<file path="config.mk">
export PLATFORM = sky130hd
export DESIGN_NAME = uart_bdgen_frac
export DESIGN_NICKNAME = d
export VERILOG_FILES = /design/src/rtl/uart_pkg.sv /design/src/rtl/uart_frac_div.sv /design/src/rtl/uart_bdgen_frac.sv
export SDC_FILE = /design/constraint.sdc
export NUM_CORES = 1
export LEC_CHECK = 0
export ABC_AREA = 0
export BUFFER_PORTS_ARGS = -buffer_cell sky130_fd_sc_hd__clkbuf_2
export CAP_MARGIN = 10
export CORE_MARGIN = 2
export CORE_UTILIZATION = 40
export CTS_CLUSTER_SIZE = 20
export DETAILED_ROUTE_END_ITERATION = 7
export PLACE_DENSITY_LB_ADDON = 0.25
export SKIP_LAST_GASP = 1
export SLEW_MARGIN = 40
export SYNTH_ARGS = -nofsm -noshare
export SYNTH_HDL_FRONTEND = slang
export SYNTH_HIERARCHICAL = 1
export SYNTH_SLANG_ARGS = --single-unit
</file>
<file path="constraint.sdc">
create_clock -name clk_i -period 15.2 [get_ports clk_i]
set_input_delay 2.28 -clock clk_i [delete_from_list [all_inputs] [get_ports clk_i]]
set_output_delay 2.28 -clock clk_i [all_outputs]
set_load 0.02 [all_outputs]
</file>
<file path="src/rtl/uart_pkg.sv">
// Shared UART baud-generator types: config payload, widths and validation limits.
package uart_pkg;

    localparam int unsigned UART_DIV_W  = 16;
    localparam int unsigned UART_FRAC_W = 4;
    localparam int unsigned UART_OSR_W  = 5;

    localparam int unsigned MIN_DIV = 2;
    localparam int unsigned MIN_OSR = 2;

    typedef struct packed {
        logic [UART_DIV_W-1:0]  div_int;
        logic [UART_FRAC_W-1:0] div_frac;
        logic [UART_OSR_W-1:0]  osr;
    } uart_cfg_bdfrac_t;

endpackage

</file>
<file path="src/rtl/uart_frac_div.sv">
// One fractional divider chain: period alternates int / int+1 so the mean is int + frac/2^FRAC_W.
module uart_frac_div #(
    parameter int unsigned INT_W  = 16,
    parameter int unsigned FRAC_W = 4
) (
    input  logic              clk_i,
    input  logic              rst_i,
    input  logic              en_i,
    input  logic              restart_i,
    input  logic [INT_W-1:0]  div_int_i,
    input  logic [FRAC_W-1:0] div_frac_i,
    output logic              pls_o
);

    logic [INT_W-1:0]  cnt_q, cnt_d;
    logic [FRAC_W-1:0] acc_q, acc_d;
    logic              ext_q, ext_d;
    logic [INT_W-1:0]  limit;
    logic [FRAC_W:0]   acc_sum;

    // Pulse is a decode of the registered count, gated only by en.
    always_comb begin
        limit   = div_int_i - INT_W'(1) + INT_W'(ext_q);
        acc_sum = {1'b0, acc_q} + {1'b0, div_frac_i};
        pls_o   = en_i && (cnt_q == limit);
        cnt_d   = cnt_q;
        acc_d   = acc_q;
        ext_d   = ext_q;
        if (restart_i) begin
            cnt_d = '0;
            acc_d = '0;
            ext_d = 1'b0;
        end else if (pls_o) begin
            cnt_d = '0;
            acc_d = acc_sum[FRAC_W-1:0];
            ext_d = acc_sum[FRAC_W];
        end else if (en_i) begin
            cnt_d = cnt_q + INT_W'(1);
        end
    end

    always_ff @(posedge clk_i) begin
        if (rst_i) begin
            cnt_q <= '0;
            acc_q <= '0;
            ext_q <= 1'b0;
        end else begin
            cnt_q <= cnt_d;
            acc_q <= acc_d;
            ext_q <= ext_d;
        end
    end

endmodule

</file>
<file path="src/rtl/uart_bdgen_frac.sv">
// Fractional UART baud generator: shadowed runtime config applied on a tx bit boundary,
// driving an rx oversampling chain and a tx bit chain.
module uart_bdgen_frac
    import uart_pkg::*;
#(
    parameter int unsigned DIV_W        = UART_DIV_W,
    parameter int unsigned FRAC_W       = UART_FRAC_W,
    parameter int unsigned OSR_W        = UART_OSR_W,
    parameter int unsigned DEF_DIV_INT  = 27,
    parameter int unsigned DEF_DIV_FRAC = 2,
    parameter int unsigned DEF_OSR      = 16
) (
    input  logic              clk_i,
    input  logic              rst_i,
    input  logic              en_i,
    input  logic [DIV_W-1:0]  cfg_div_int_i,
    input  logic [FRAC_W-1:0] cfg_div_frac_i,
    input  logic [OSR_W-1:0]  cfg_osr_i,
    input  logic              cfg_wr_i,
    output logic              cfg_busy_o,
    output logic              cfg_err_o,
    input  logic              rx_resync_i,
    output logic              pls_rx_o,
    output logic              pls_tx_o
);

    localparam int unsigned TX_W   = DIV_W + OSR_W;
    localparam int unsigned PROD_W = OSR_W + FRAC_W;

    localparam int unsigned DEF_TX_PROD = DEF_OSR * DEF_DIV_FRAC;
    localparam int unsigned DEF_TX_INT  = DEF_OSR * DEF_DIV_INT + (DEF_TX_PROD >> FRAC_W);
    localparam int unsigned DEF_TX_FRAC = DEF_TX_PROD % (2 ** FRAC_W);

    localparam logic [0:0] ST_IDLE    = 1'b0;
    localparam logic [0:0] ST_PENDING = 1'b1;

    localparam uart_cfg_bdfrac_t DEF_CFG = '{
        div_int:  UART_DIV_W'(DEF_DIV_INT),
        div_frac: UART_FRAC_W'(DEF_DIV_FRAC),
        osr:      UART_OSR_W'(DEF_OSR)
    };

    logic [0:0]        state_q, state_d;
    uart_cfg_bdfrac_t  shadow_q, shadow_d;
    logic [DIV_W-1:0]  rx_int_q, rx_int_d;
    logic [FRAC_W-1:0] rx_frac_q, rx_frac_d;
    logic [TX_W-1:0]   tx_int_q, tx_int_d;
    logic [FRAC_W-1:0] tx_frac_q, tx_frac_d;
    logic              err_q, err_d;

    logic              cfg_ok;
    logic              apply;
    logic [PROD_W-1:0] frac_prod;
    logic [TX_W-1:0]   tx_int_calc;

    // tx divisor = osr * (int + frac/2^FRAC_W), split back into integer and fraction.
    always_comb begin
        frac_prod   = PROD_W'(shadow_q.osr) * PROD_W'(shadow_q.div_frac);
        tx_int_calc = TX_W'(shadow_q.osr) * TX_W'(shadow_q.div_int)
                    + TX_W'(frac_prod >> FRAC_W);
    end

    // Config FSM: validation, shadow load and apply at a tx bit boundary (or while disabled).
    always_comb begin
        cfg_ok    = (cfg_div_int_i >= DIV_W'(MIN_DIV)) && (cfg_osr_i >= OSR_W'(MIN_OSR));
        apply     = (state_q == ST_PENDING) && (!en_i || pls_tx_o);
        state_d   = state_q;
        shadow_d  = shadow_q;
        rx_int_d  = rx_int_q;
        rx_frac_d = rx_frac_q;
        tx_int_d  = tx_int_q;
        tx_frac_d = tx_frac_q;
        err_d     = 1'b0;

        case (state_q)
            ST_IDLE:    state_d = ST_IDLE;
            ST_PENDING: if (apply) state_d = ST_IDLE;
            default:    state_d = ST_IDLE;
        endcase

        if (apply) begin
            rx_int_d  = DIV_W'(shadow_q.div_int);
            rx_frac_d = FRAC_W'(shadow_q.div_frac);
            tx_int_d  = tx_int_calc;
            tx_frac_d = frac_prod[FRAC_W-1:0];
        end

        // A write on the apply cycle queues behind the config being applied.
        if (cfg_wr_i) begin
            if (cfg_ok) begin
                shadow_d.div_int  = UART_DIV_W'(cfg_div_int_i);
                shadow_d.div_frac = UART_FRAC_W'(cfg_div_frac_i);
                shadow_d.osr      = UART_OSR_W'(cfg_osr_i);
                state_d           = ST_PENDING;
            end else begin
                err_d = 1'b1;
            end
        end
    end

    always_ff @(posedge clk_i) begin
        if (rst_i) begin
            state_q   <= ST_IDLE;
            shadow_q  <= DEF_CFG;
            rx_int_q  <= DIV_W'(DEF_DIV_INT);
            rx_frac_q <= FRAC_W'(DEF_DIV_FRAC);
            tx_int_q  <= TX_W'(DEF_TX_INT);
            tx_frac_q <= FRAC_W'(DEF_TX_FRAC);
            err_q     <= 1'b0;
        end else begin
            state_q   <= state_d;
            shadow_q  <= shadow_d;
            rx_int_q  <= rx_int_d;
            rx_frac_q <= rx_frac_d;
            tx_int_q  <= tx_int_d;
            tx_frac_q <= tx_frac_d;
            err_q     <= err_d;
        end
    end

    assign cfg_busy_o = (state_q == ST_PENDING);
    assign cfg_err_o  = err_q;

    uart_frac_div #(
        .INT_W  (DIV_W),
        .FRAC_W (FRAC_W)
    ) u_rx_div (
        .clk_i      (clk_i),
        .rst_i      (rst_i),
        .en_i       (en_i),
        .restart_i  (apply | rx_resync_i),
        .div_int_i  (rx_int_q),
        .div_frac_i (rx_frac_q),
        .pls_o      (pls_rx_o)
    );

    uart_frac_div #(
        .INT_W  (TX_W),
        .FRAC_W (FRAC_W)
    ) u_tx_div (
        .clk_i      (clk_i),
        .rst_i      (rst_i),
        .en_i       (en_i),
        .restart_i  (apply),
        .div_int_i  (tx_int_q),
        .div_frac_i (tx_frac_q),
        .pls_o      (pls_tx_o)
    );

endmodule
</file>
==> flow_metrics.py <==
metrics = {
    "clock_network": {
        "cts_tree": "built",
        "insertion_delay_ps": 420,
        "post-cts-setup-buffers": 0,
        "cts_made_buffers": 17,
        "clock_tree.htree_level_count": 4,
        "clock_path_buffers": 2,
        "clockRootBuffer": "sky130_fd_sc_hd__clkbuf_16",
        "clk_pin_slew_ps": 60,
        "number_of_buffers_added_to_fix_hold_violations_after_cts": 0,
        "cts.sink_count": 119,
        "cts_resized": 0,
    },
    "global_routing": {
        "groute.layer.met2.usage_pct": 29.2,
        "busiest_layer": "met2",
        "grt_overflow_total": 0,
        "grt.met1_usage_pct": 27.7,
        "antenna_found_initial": 0,
        "first_global_vias": 7139,
        "grt_max_degree": 62,
        "global_route.usage.total_pct": 19.1,
        "grt_first_pass_wirelength_microns": 37300,
        "met3_usage_pct": 3.41,
    },
    "routing": {
        "remaining_design_rule_violation_count": 0,
        "dr_total_vias": 7685,
        "detail_route.wl_per_cell_microns": 15.6,
        "drt-pass1-iter-count": 5,
        "drt-vias-per-instance": 5.32,
        "first_iter_violations": 397,
        "routed_wirelength_microns": 22600,
        "final_antenna_net_count": 0,
    },
    "power_and_ir_drop": {
        "cellPowerDensity_mw_per_mm2": 89.0,
        "irDropWorstVdd_uv": 73.3,
        "power.switching_mw": 0.269,
        "p_comb_share_pct": 16.8,
        "clockPowerShare_pct": 46.5,
        "seq_power_share_pct": 36.8,
        "internal-power_mw": 0.662,
        "power.leakage_nw": 4.66,
        "power_switching_share_pct": 28.9,
    },
    "layout": {
        "insertedDiodeCount": 0,
        "final_core_utilization_pct": 44.9,
        "flow.area_growth_from_synthesis_pct": 11.3,
        "nets": 1265,
        "final.fill_count": 2323,
        "post_route_cells_drive_above_1_share_pct": 8.36,
    },
    "sta": {
        "summed_negative_setup_slack_over_all_endpoints_ps": 0,
        "finalSetupViolations": 0,
        "timing.max_slew.rel_slack_pct": 49.3,
        "finalWorstPathRequiredPeriod_ps": 6870,
        "worst-slew-pin-transition_ps": 760,
        "final.setup_skew_ps": 11.6,
        "timing.final.max_slew_violations": 0,
        "post-route-period-util_pct": 45.2,
        "grt_setup_unrepaired": "false",
        "max_freq_ghz": 0.146,
        "hold_violations": 0,
    },
    "floorplan": {
        "core_sq_mm": 0.0233,
        "floorplan.die_area_sq_mm": 0.0247,
        "floorplan.rows": 56,
        "horizontal_die_dimension_microns": 157,
        "floorplan.initialDensity_pct": 40.4,
        "dieHeight_microns": 157,
        "design.portCount": 34,
    },
    "synthesis": {
        "post_synthesis_cell_type_count": 77,
        "syn_inst": 1102,
        "synth.most_common_cell": "sky130_fd_sc_hd__nand2_1",
        "dominantRegCellSynth": "sky130_fd_sc_hd__dfxtp_1",
        "synth_largest_type_area_fraction_pct": 25.4,
        "synth_common_cells": "154 x sky130_fd_sc_hd__nand2_1, 119 x sky130_fd_sc_hd__dfxtp_1, 73 x sky130_fd_sc_hd__nor2_1",
        "synth.yosys.seq_area_share_pct": 25.4,
        "mappedNetlistNets": 1254,
        "synthesis.area_per_instance_sq_um": 8.53,
        "synthArstFlopShare_pct": 0,
        "synth_area_leaders": "sky130_fd_sc_hd__dfxtp_1 25%, sky130_fd_sc_hd__fa_1 12%, sky130_fd_sc_hd__ha_1 8.9%",
        "yosysTopAreaCell": "sky130_fd_sc_hd__dfxtp_1",
        "post_synth_instance_area_sq_mm": 0.00940,
        "number_of_flops_mapped_to_enable_cells_by_yosys": 0,
        "synthesis.yosys.warnings": 6,
        "synthesis_stage_register_bit_count": 119,
    },
    "status": {
        "outcome": "completed",
    },
    "worst_setup_path": {
        "worst_setup_path_end_kind": "flip-flop",
        "worst-r2r-cell-count": 22,
        "critPathMaxFanout": 21,
        "critPathKind": "flip-flop to flip-flop",
        "critical_path_source_type": "flip-flop",
        "cp.arrival_ps": 7180,
        "rrSetupSlack_ps": 8330,
        "crit_path_start": "shadow_q[2]",
        "rr_endpoint": "tx_int_q[18]",
        "reg2reg_from": "shadow_q[2]",
        "cp-endpoint": "tx_int_q[18]",
        "timing.critical_path.required_ps": 15510,
    },
    "placement": {
        "dp_hpwl_microns": 16800,
        "final_weighted_congestion_of_routability_driven_global_placement": 0.827,
        "port_buffers": 33,
    },
    "hold_path": {
        "worstHoldStart": "tx_int_q[0]",
        "hold_class": "flip-flop to flip-flop",
    },
    "flow_run": {
        "drv.max_cap_violation_count": 0,
    },
}
==> area by class of cell <==
type                       count  area [sq um]  share of cell area [%]
inverter                      67           251                    2.41
clock inverter                14           199                    1.90
tap                          319           399                    3.82
sequential                   119          2380                    22.8
timing repair buffer          39           210                    2.01
clock buffer                  17           425                    4.07
multi-input combinational    869          6590                    63.0
==> kinds of logic after synthesis <==
family | Yosys count | share of synthesized area [%]
adder cells (fa/ha/maj) | 122 | 20.6
multiplexers | 39 | 4.19
XOR/XNOR | 95 | 9.01
AO/OA/AOI/OAI | 149 | 10.8
buffers and inverters | 114 | 4.82
flip-flops | 119 | 25.4
AND/OR/NAND/NOR | 464 | 25.2
==> state kept, by name, indices dropped and copies added, names as in the netlist <==
signal,count
tx_int_q,21
rx_int_q,16
tx_frac_q,4
u_tx_div/acc_q,4
cfg_busy_o,1
u_tx_div/ext_q,1
rx_frac_q,4
u_rx_div/cnt_q,16
u_tx_div/cnt_q,21
cfg_err_o,1
u_rx_div/acc_q,4
u_rx_div/ext_q,1
shadow_q,25
==> worst max-delay path, stage by stage (launching register included) <==
cell and delay (ps):
sky130_fd_sc_hd__dfxtp_1 800, sky130_fd_sc_hd__nand2_1 150, sky130_fd_sc_hd__fa_1 490, sky130_fd_sc_hd__fa_1 550, sky130_fd_sc_hd__fa_1 480, sky130_fd_sc_hd__inv_1 70
sky130_fd_sc_hd__a21oi_1 60, sky130_fd_sc_hd__o21bai_1 190, sky130_fd_sc_hd__a21o_1 150, sky130_fd_sc_hd__a21oi_1 70, sky130_fd_sc_hd__xnor2_1 190, sky130_fd_sc_hd__fa_1 460
sky130_fd_sc_hd__fa_1 490, sky130_fd_sc_hd__inv_1 50, sky130_fd_sc_hd__fa_1 530, sky130_fd_sc_hd__inv_1 40, sky130_fd_sc_hd__ha_1 330, sky130_fd_sc_hd__a21o_1 220
sky130_fd_sc_hd__a221oi_2 370, sky130_fd_sc_hd__o21ai_2 160, sky130_fd_sc_hd__and3_4 210, sky130_fd_sc_hd__or4_1 460, sky130_fd_sc_hd__a32o_1 260
==> worst min-delay path by stage <==
stage                                   end  slack, ps  cells past startpoint
after floorplan                tx_frac_q[0]        440                      2
after global placement    u_tx_div/acc_q[0]        450                      2
after detailed placement       tx_frac_q[0]        460                      2
after CTS                      tx_frac_q[0]        460                      2
after global routing            tx_int_q[0]        490                      2
final                           tx_int_q[0]        460                      2
==> power groups by stage <==
stage               Combinational (mW)  Sequential (mW)  Clock (mW)
floorplan                        0.126            0.338           0
finish                           0.156            0.342       0.432
global placement                 0.156            0.348           0
CTS                              0.158            0.342       0.439
detailed placement               0.157            0.349           0
global route                     0.179            0.344       0.454
==> through the flow <==
stage	std cells	power [mW]	worst slack (ps)	hold WS (ps)	cell area (sq um)
2_1_floorplan	1102	0.463	8920	436	9400
3_3_place_gp	1412	0.504	8460	450	9810
3_5_place_dp	1413	0.506	8300	456	9830
4_1_cts	1444	0.940	8300	464	10500
5_1_grt	1444	0.977	7900	486	10500
6_report	1444	0.930	8330	463	10500
==> per-layer routing <==
| layer | wire length [microns] | part of all wire, % |
|---|---|---|
| met5 | 0 | 0 |
| met4 | 238 | 1.1 |
| met3 | 893 | 4.0 |
| met2 | 10300 | 45 |
| met1 | 11200 | 50 |
==> cell usage in the layout, fill, tap and decap left out, types with 6 or more instances in the layout <==
| master | count |
|---|---|
| sky130_fd_sc_hd__clkbuf_2 | 33 |
| sky130_fd_sc_hd__nor4_1 | 11 |
| sky130_fd_sc_hd__nor2_1 | 73 |
| sky130_fd_sc_hd__inv_1 | 67 |
| sky130_fd_sc_hd__nor2b_1 | 11 |
| sky130_fd_sc_hd__nand2b_1 | 6 |
| sky130_fd_sc_hd__xor2_1 | 38 |
| sky130_fd_sc_hd__o21ai_0 | 6 |
| sky130_fd_sc_hd__fa_1 | 55 |
| sky130_fd_sc_hd__or4_1 | 6 |
| sky130_fd_sc_hd__and3_1 | 15 |
| sky130_fd_sc_hd__a21oi_1 | 66 |
| sky130_fd_sc_hd__nand4_1 | 22 |
| sky130_fd_sc_hd__dfxtp_1 | 119 |
| sky130_fd_sc_hd__nand3_1 | 34 |
| sky130_fd_sc_hd__mux2i_1 | 36 |
| sky130_fd_sc_hd__and2_1 | 64 |
| sky130_fd_sc_hd__nor3_1 | 33 |
| sky130_fd_sc_hd__or3_1 | 8 |
| sky130_fd_sc_hd__nand2_1 | 153 |
| sky130_fd_sc_hd__xnor2_1 | 56 |
| sky130_fd_sc_hd__buf_4 | 6 |
| sky130_fd_sc_hd__o31ai_1 | 8 |
| sky130_fd_sc_hd__a21o_1 | 12 |
| sky130_fd_sc_hd__clkbuf_16 | 17 |
| sky130_fd_sc_hd__ha_1 | 67 |
Power figures use the tool's default switching activity.
